File: config.mk
export PLATFORM = sky130hd
export DESIGN_NAME = mix_columns_seq
export DESIGN_NICKNAME = d
export VERILOG_FILES = /design/src/rtl/function_package.sv /design/src/rtl/mix_single_column.sv /design/src/rtl/mix_columns_seq.sv
export SDC_FILE = /design/constraint.sdc
export NUM_CORES = 1
export LEC_CHECK = 0
export CAP_MARGIN = 10
export CORE_ASPECT_RATIO = 1.75
export CORE_UTILIZATION = 40
export DETAILED_ROUTE_END_ITERATION = 16
export PLACE_DENSITY = 0.7
export SLEW_MARGIN = 0
export SYNTH_ARGS = -nofsm -noshare
export SYNTH_HDL_FRONTEND = slang
export SYNTH_SLANG_ARGS = --single-unit
File: constraint.sdc
create_clock -name clk -period 3.4 [get_ports clk]
set_input_delay 0.51 -clock clk [delete_from_list [all_inputs] [get_ports clk]]
set_output_delay 0.51 -clock clk [all_outputs]
set_load 0.05 [all_outputs]
File: src/rtl/function_package.sv
// Shared GF(2^8) helpers and the MixColumns engine state type.
package function_package;

    typedef enum logic [1:0] {
        IDLE,
        BUSY,
        DONE
    } state_t;

    // xtime: multiply by 2 modulo x^8 + x^4 + x^3 + x + 1 (0x11B)
    function automatic logic [7:0] galois_mult_2(input logic [7:0] a);
        return {a[6:0], 1'b0} ^ (a[7] ? 8'h1b : 8'h00);
    endfunction

    // multiply by 3 = xtime(a) ^ a
    function automatic logic [7:0] galois_mult_3(input logic [7:0] a);
        return galois_mult_2(a) ^ a;
    endfunction

endpackage

File: src/rtl/mix_single_column.sv
// Combinational MixColumns transform of one 32-bit column (byte 0 in the MSBs).
module mix_single_column
    import function_package::*;
(
    input  logic [31:0] i_col,
    output logic [31:0] o_col
);

    logic [7:0] w_a0, w_a1, w_a2, w_a3;

    assign w_a0 = i_col[31:24];
    assign w_a1 = i_col[23:16];
    assign w_a2 = i_col[15:8];
    assign w_a3 = i_col[7:0];

    // Fixed circulant matrix {2,3,1,1} applied over GF(2^8)
    always_comb begin
        o_col[31:24] = galois_mult_2(w_a0) ^ galois_mult_3(w_a1) ^ w_a2 ^ w_a3;
        o_col[23:16] = w_a0 ^ galois_mult_2(w_a1) ^ galois_mult_3(w_a2) ^ w_a3;
        o_col[15:8]  = w_a0 ^ w_a1 ^ galois_mult_2(w_a2) ^ galois_mult_3(w_a3);
        o_col[7:0]   = galois_mult_3(w_a0) ^ w_a1 ^ w_a2 ^ galois_mult_2(w_a3);
    end

endmodule

File: src/rtl/mix_columns_seq.sv
// Column-serial AES MixColumns: one shared column mixer, four clocks per state.
module mix_columns_seq
    import function_package::*;
(
    input  logic         clk,
    input  logic         rst,
    input  logic         in_valid,
    output logic         in_ready,
    input  logic [127:0] data_in,
    output logic         out_valid,
    input  logic         out_ready,
    output logic [127:0] data_out
);

    state_t       r_state;
    state_t       w_state_next;
    logic [1:0]   r_col_cnt;
    logic [127:0] r_in_buf;
    logic [127:0] r_data_out;
    logic [31:0]  w_col_in;
    logic [31:0]  w_col_out;

    assign in_ready  = (r_state == IDLE);
    assign out_valid = (r_state == DONE);
    assign data_out  = r_data_out;

    // Select the captured column currently being mixed
    always_comb begin
        w_col_in = r_in_buf[127:96];
        case (r_col_cnt)
            2'd0: w_col_in = r_in_buf[127:96];
            2'd1: w_col_in = r_in_buf[95:64];
            2'd2: w_col_in = r_in_buf[63:32];
            2'd3: w_col_in = r_in_buf[31:0];
            default: w_col_in = r_in_buf[127:96];
        endcase
    end

    mix_single_column u_mix (
        .i_col (w_col_in),
        .o_col (w_col_out)
    );

    // Next-state decode: accept in IDLE, four mixing cycles, hold until consumed
    always_comb begin
        w_state_next = r_state;
        case (r_state)
            IDLE:    if (in_valid)            w_state_next = BUSY;
            BUSY:    if (r_col_cnt == 2'd3)   w_state_next = DONE;
            DONE:    if (out_ready)           w_state_next = IDLE;
            default:                          w_state_next = IDLE;
        endcase
    end

    // State register
    always_ff @(posedge clk) begin
        if (rst) begin
            r_state <= IDLE;
        end else begin
            r_state <= w_state_next;
        end
    end

    // Datapath: capture on accept, write one mixed column per BUSY cycle
    always_ff @(posedge clk) begin
        if (rst) begin
            r_col_cnt  <= '0;
            r_in_buf   <= '0;
            r_data_out <= '0;
        end else begin
            case (r_state)
                IDLE: begin
                    if (in_valid) begin
                        r_in_buf  <= data_in;
                        r_col_cnt <= '0;
                    end
                end
                BUSY: begin
                    r_col_cnt <= r_col_cnt + 2'd1;
                    case (r_col_cnt)
                        2'd0: r_data_out[127:96] <= w_col_out;
                        2'd1: r_data_out[95:64]  <= w_col_out;
                        2'd2: r_data_out[63:32]  <= w_col_out;
                        2'd3: r_data_out[31:0]   <= w_col_out;
                        default: ;
                    endcase
                end
                default: ;
            endcase
        end
    end

endmodule

==> results of run 1 <==
worst max-delay path by stage:
stage / startpoint / endpoint / slack [ps]
after floorplan: r_col_cnt[0]$_SDFFE_PP0P_ / data_out[117]$_SDFFE_PP0P_ / 690
after global placement: r_col_cnt[1]$_SDFFE_PP0P_ / data_out[15]$_SDFFE_PP0P_ / 240
after detailed placement: r_col_cnt[0]$_SDFFE_PP0P_ / data_out[111]$_SDFFE_PP0P_ / 260
after CTS: r_col_cnt[0]$_SDFFE_PP0P_ / data_out[111]$_SDFFE_PP0P_ / 240
after global routing: r_col_cnt[0]$_SDFFE_PP0P_ / data_out[111]$_SDFFE_PP0P_ / 80
final: r_col_cnt[0]$_SDFFE_PP0P_ / data_out[79]$_SDFFE_PP0P_ / 230
cells by family (layout without fill, tap and decap cells):
logic type,after synthesis,count (layout),share of synthesized area (%)
AO/OA/AOI/OAI,337,337,18.8
XOR/XNOR,171,171,13.3
adder cells (fa/ha/maj),5,5,0.549
buffers and inverters,116,356,4.01
flip-flops,260,260,45.7
multiplexers,7,7,0.659
AND/OR/NAND/NOR,477,477,17.0
cell usage in the layout (no fill, tap or decap), types with 5 or more instances in the layout:
cell and n:
nand3b_1 16, xnor2_1 117, buf_4 48, nand2_1 313
a22o_1 8, dfxtp_1 260, nand2b_1 6, nor2_1 113
a222oi_1 32, clkinv_2 6, nand3_1 8, nor3b_1 5
o21ai_0 56, a21oi_1 142, mux2i_1 5, clkbuf_16 23
bufinv_16 5, clkdlybuf4s50_1 260, a211oi_1 81, xor2_1 52
worst max-delay path, delay by kind of cell (launching register included):
kind	cells	cell delay (ps)
fa+ha+maj	1	230
xor+xnor	3	1120
compound gates	3	970
flops	1	400
buf+inv	2	290
routing by layer:
metal / GRT usage, % / up-vias / part of all wire (%)
met5: 0 / - / 0
met4: 17.5 / 0 / 6.8
met3: 2.90 / 100 / 4.8
met2: 48.5 / 415 / 53
met1: 26.8 / 4840 / 35
li1: - / 5105 / -
power by group through the flow:
stage	clock network, mW	registers [mW]	logic (mW)
after floorplan	0	3.57	0.801
after global placement	0	3.41	1.62
after detailed placement	0	3.41	1.63
after CTS	2.90	3.34	1.64
after global routing	3.01	3.35	1.76
final	2.86	3.34	1.63
sequential cells by signal, summed over array words and instances, names as in the netlist:
| register | flops |
|---|---|
| r_in_buf | 128 |
| r_state | 2 |
| data_out | 128 |
| r_col_cnt | 2 |
area by class of cell:
type | count | share of cell area, %
Tap cell | 373 | 3.06
Timing Repair Buffer | 311 | 19.7
Sequential cell | 260 | 34.1
Clock buffer | 30 | 4.20
Clock inverter | 12 | 1.24
Multi-Input combinational cell | 997 | 37.6
Inverter | 3 | 0.0737
==> results.cfg, run 1 <==
[timing]
fin_setup_tns_ps = 0
layout_min_cycle_time_ps = 3170
fin_crit_sh_pct = 93.4
rsz0062_at_grt = no
fin_ws_ps = 226
worst_pin_slew_ps = 1140
relSlewSlack_pct = 24.0
finalSetupViolCount = 0
whs_ps = 450
skew_ps = 14.9
fmax_mhz = 315
slew_violations = 0
finalHoldViolCount = 0

[worst_setup_path]
worstPathRequired_ps = 3760
cp_slowest_cell = a222oi_1
cpMostUsedCell = xnor2_1
reg2reg_from = r_col_cnt[0]$_SDFFE_PP0P_
critPathMaxStageDelay_ps = 680
crit_fanout = 9
ff2ff_setup_slack_ps = 230
r2r_cells = 9
critPathCaptureType = flip-flop
crit_type = flip-flop to flip-flop
path_cells = inv_1, ha_1, buf_4, a222oi_1, xnor2_1, xnor2_1, o21ai_0, xnor2_1, a211oi_1
rr_endpoint = data_out[79]$_SDFFE_PP0P_
worst_setup_path_start_kind = flip-flop
crit_arrival_ps = 3530

[power]
p_sw_share_pct = 29.4
p_per_area_mw_per_mm2 = 513
leakagePower_nw = 5.41
switchingPower_mw = 2.30
internal-power_mw = 5.53
peakVddDrop_mv = 0.326
power.share.sequential_pct = 42.7
combPwrFrac_pct = 20.9
power_mw = 7.84
pwr-share-clk_pct = 36.5

[final_layout]
utilization_pct = 54.6
antenna_cells = 0
nets = 1733
stdcell_count = 1986
area_growth_pct = 34.1
multiInputGateArea_mm2 = 0.00574
fillers = 2684
ff_latch_area_mm2 = 0.00520
layout-drive-gt1-share_pct = 6.32
stdcell_area_mm2 = 0.0153

[die]
row_count = 81
initial_core_util_pct = 40.7
ios = 262
die_h_um = 225
die_area_mm2 = 0.0292
core_area_mm2 = 0.0280
die_w_um = 130

[drt]
drt_iter0_markers = 627
routed_wl_um = 38000
detail-route-antenna-nets = 0
via_count = 10500
wl_per_cell_um = 19.2
viasPerCell = 5.27
drtPass1Iterations = 7
drcViolationCount = 0

[grt]
grt_pass1_wl_um = 57500
overflow = 0
grt_max_degree = 111
track_usage_pct = 26.0
antenna_found_initial = 0
grt_pass1_vias = 10300

[place]
io_buffers = 261
dp_slack_ps = 259
placed_cell_area_mm2 = 0.0144
dp_hpwl_um = 29200
place_inst = 1944
gp_congestion = 0.988

[clock_tree]
cts-hold-fix-buffers = 0
clk_path_buf_depth = 3
clk_pin_slew_ps = 70
cts_tree = done
insertion_delay_ps = 530
ctsResizeCount = 0
cts-htree-levels = 1
clock-sinks = 260
cts_root_buf = clkbuf_16
cts_buffers = 23
postCtsSetupRepairBufs = 0

[run]
drv_cap = 0

[status]
outcome = finished clean

[synthesis]
synth_area_per_cell_um2 = 8.29
synth_top_area_cell = dfxtp_1
synth_nets = 1510
synth_cell_types = 39
synth_area_mm2 = 0.0114
syn_inst = 1373
synth_top_area_share_pct = 45.7
synthTopCellsByCount = nand2_1, dfxtp_1, a21oi_1
synth_most_common_cell = nand2_1
synth.area.top_cells = dfxtp_1, nand2_1, xnor2_1
synth_ff_type = dfxtp_1
synth-async-reset-ratio_pct = 0
synth_seq_area_share_pct = 45.7
synth_edf_count = 0
ys_ff_latch = 260
ys_warn_count = 0

[hold_path]
min_from = rst
hold_depth = 2
hold_class = input port to flip-flop
hold_end = data_out[114]$_SDFFE_PP0P_
Note: power is estimated with default switching activity, not from simulation.
==> run 2, diff against run 1 <==
DONT_BUFFER_PORTS = 1   (was not set)
PLACE_DENSITY = 0.58   (was 0.7)
==> results.cfg, run 2 (synthesis gave the netlist of run 1 again) <==
[grt]
track_usage_pct = 24.5
grt_max_degree = 257
grt_pass1_vias = 9218
overflow = 0
antenna_found_initial = 0
grt_pass1_wl_um = 53400

[place]
placed_cell_area_mm2 = 0.0119
dp_hpwl_um = 27100
place_inst = 1697
io_buffers = 0
gp_congestion = 0.910

[clock_tree]
cts_tree = done
insertion_delay_ps = 530
cts-htree-levels = 1
cts_root_buf = clkbuf_16
clock-sinks = 260
clk_path_buf_depth = 3
cts-hold-fix-buffers = 0
clk_pin_slew_ps = 70
cts_buffers = 24

[drt]
drcViolationCount = 0
via_count = 9272
drt_iter0_markers = 578
wl_per_cell_um = 20.7
viasPerCell = 5.32
drtPass1Iterations = 6
detail-route-antenna-nets = 0
routed_wl_um = 36000

[status]
outcome = finished clean

[worst_setup_path]
critPathBufInv = 3
worstPathRequired_ps = 3840
rr_endpoint = data_out[17]$_SDFFE_PP0P_
crit_fanout = 13
ff2ff_setup_slack_ps = 260
critPathMaxStageDelay_ps = 590
r2r_cells = 10
crit_arrival_ps = 3580
critPathCaptureType = flip-flop
crit_type = flip-flop to flip-flop
cpLargestDelayFamily = XOR/XNOR gates
worst_setup_path_start_kind = flip-flop
cp_slowest_cell = xnor2_2
reg2reg_from = r_col_cnt[1]$_SDFFE_PP0P_
path_cells = inv_1, ha_1, buf_4, a222oi_1, xnor2_1, o21ai_2, xnor2_2, xnor2_1, buf_4, a211oi_1

[hold_path]
hold_depth = 1
hold_end = data_out[114]$_SDFFE_PP0P_
min_from = rst
hold_class = input port to flip-flop

[power]
leakagePower_nw = 4.53
peakVddDrop_mv = 0.364
p_per_area_mw_per_mm2 = 588

[timing]
relSlewSlack_pct = 33.1
layout_min_cycle_time_ps = 3140
slew_violations = 0
whs_ps = 100
fmax_mhz = 318
fin_setup_tns_ps = 0
worst_pin_slew_ps = 1000
finalSetupViolCount = 0
skew_ps = 8.33
finalHoldViolCount = 0
rsz0062_at_grt = no
fin_crit_sh_pct = 92.4

[die]
die_h_um = 225
initial_core_util_pct = 40.7
ios = 262
core_area_mm2 = 0.0280
die_area_mm2 = 0.0292
die_w_um = 130
row_count = 81

[final_layout]
area_growth_pct = 12.4
layout-drive-gt1-share_pct = 8.77
antenna_cells = 0
stdcell_area_mm2 = 0.0128
fillers = 2880
stdcell_count = 1742
final_common_cell = nand2_1
layout_common_cells = nand2_1, dfxtp_1, a21oi_1
nets = 1489

[run]
drv_cap = 0
-- run 2: cell count changes in the layout (fill, tap and decap cells not counted), sizes merged --
cell	before	now
buf	51	66
bufinv	5	2
clkbuf	30	36
clkdlybuf4s50	260	0
clkinv	7	4
clkinvlp	0	2
inv	3	2
-- run 2: per-layer routing --
layer | share of wire (%) | vias up | track usage [%]
met1 | 36 | 4310 | 25.2
met5 | 0 | - | 0
met4 | 4.9 | 0 | 12.5
li1 | - | 4603 | -
met3 | 5.5 | 79 | 3.96
met2 | 54 | 280 | 46.5
-- run 2: final cells by class --
type / instances / area (um2) / share of cell area, %
inverter: 3 / 11.3 / 0.0880
timing repair buffer: 66 / 520 / 4.07
multi-input combinational: 997 / 5770 / 45.1
tap: 373 / 467 / 3.65
sequential: 260 / 5200 / 40.7
clock inverter: 7 / 90.1 / 0.704
clock buffer: 36 / 737 / 5.76
-- run 2: report_power, final --
part | internal (mW) | total, mW | switching, mW
Combinational | 0.426 | 1.14 | 0.713
Sequential | 3.20 | 3.57 | 0.366
Clock | 1.65 | 2.82 | 1.18
Total | 5.27 | 7.53 | 2.26
-- run 2: how the worst max path moves through the flow --
stage | start | to | slack, ps | cells past startpoint
detailed placement | r_col_cnt[1]$_SDFFE_PP0P_ | data_out[17]$_SDFFE_PP0P_ | -70 | 10
floorplan | r_col_cnt[0]$_SDFFE_PP0P_ | data_out[117]$_SDFFE_PP0P_ | 690 | 10
global placement | r_col_cnt[1]$_SDFFE_PP0P_ | data_out[17]$_SDFFE_PP0P_ | 20 | 10
finish | r_col_cnt[1]$_SDFFE_PP0P_ | data_out[17]$_SDFFE_PP0P_ | 260 | 10
global route | r_col_cnt[1]$_SDFFE_PP0P_ | data_out[113]$_SDFFE_PP0P_ | 10 | 10
CTS | r_col_cnt[1]$_SDFFE_PP0P_ | data_out[79]$_SDFFE_PP0P_ | 130 | 9
-- run 2: timing repair --
action	CTS	global route
buffers inserted	0	2
gates resized for setup	1	2
setup endpoints to repair	4	8
cloned	0	0
pin swaps	0	2
-- run 2: stage by stage --
stage / setup slack [ps] / util (%) / power, mW
finish: 257 / 45.7 / 7.53
global route: 14.3 / 45.7 / 7.82
CTS: 125 / 45.6 / 7.58
detailed placement: -69.0 / 42.7 / 4.78
global placement: 18.4 / 42.7 / 4.77
floorplan: 685 / - / 4.37
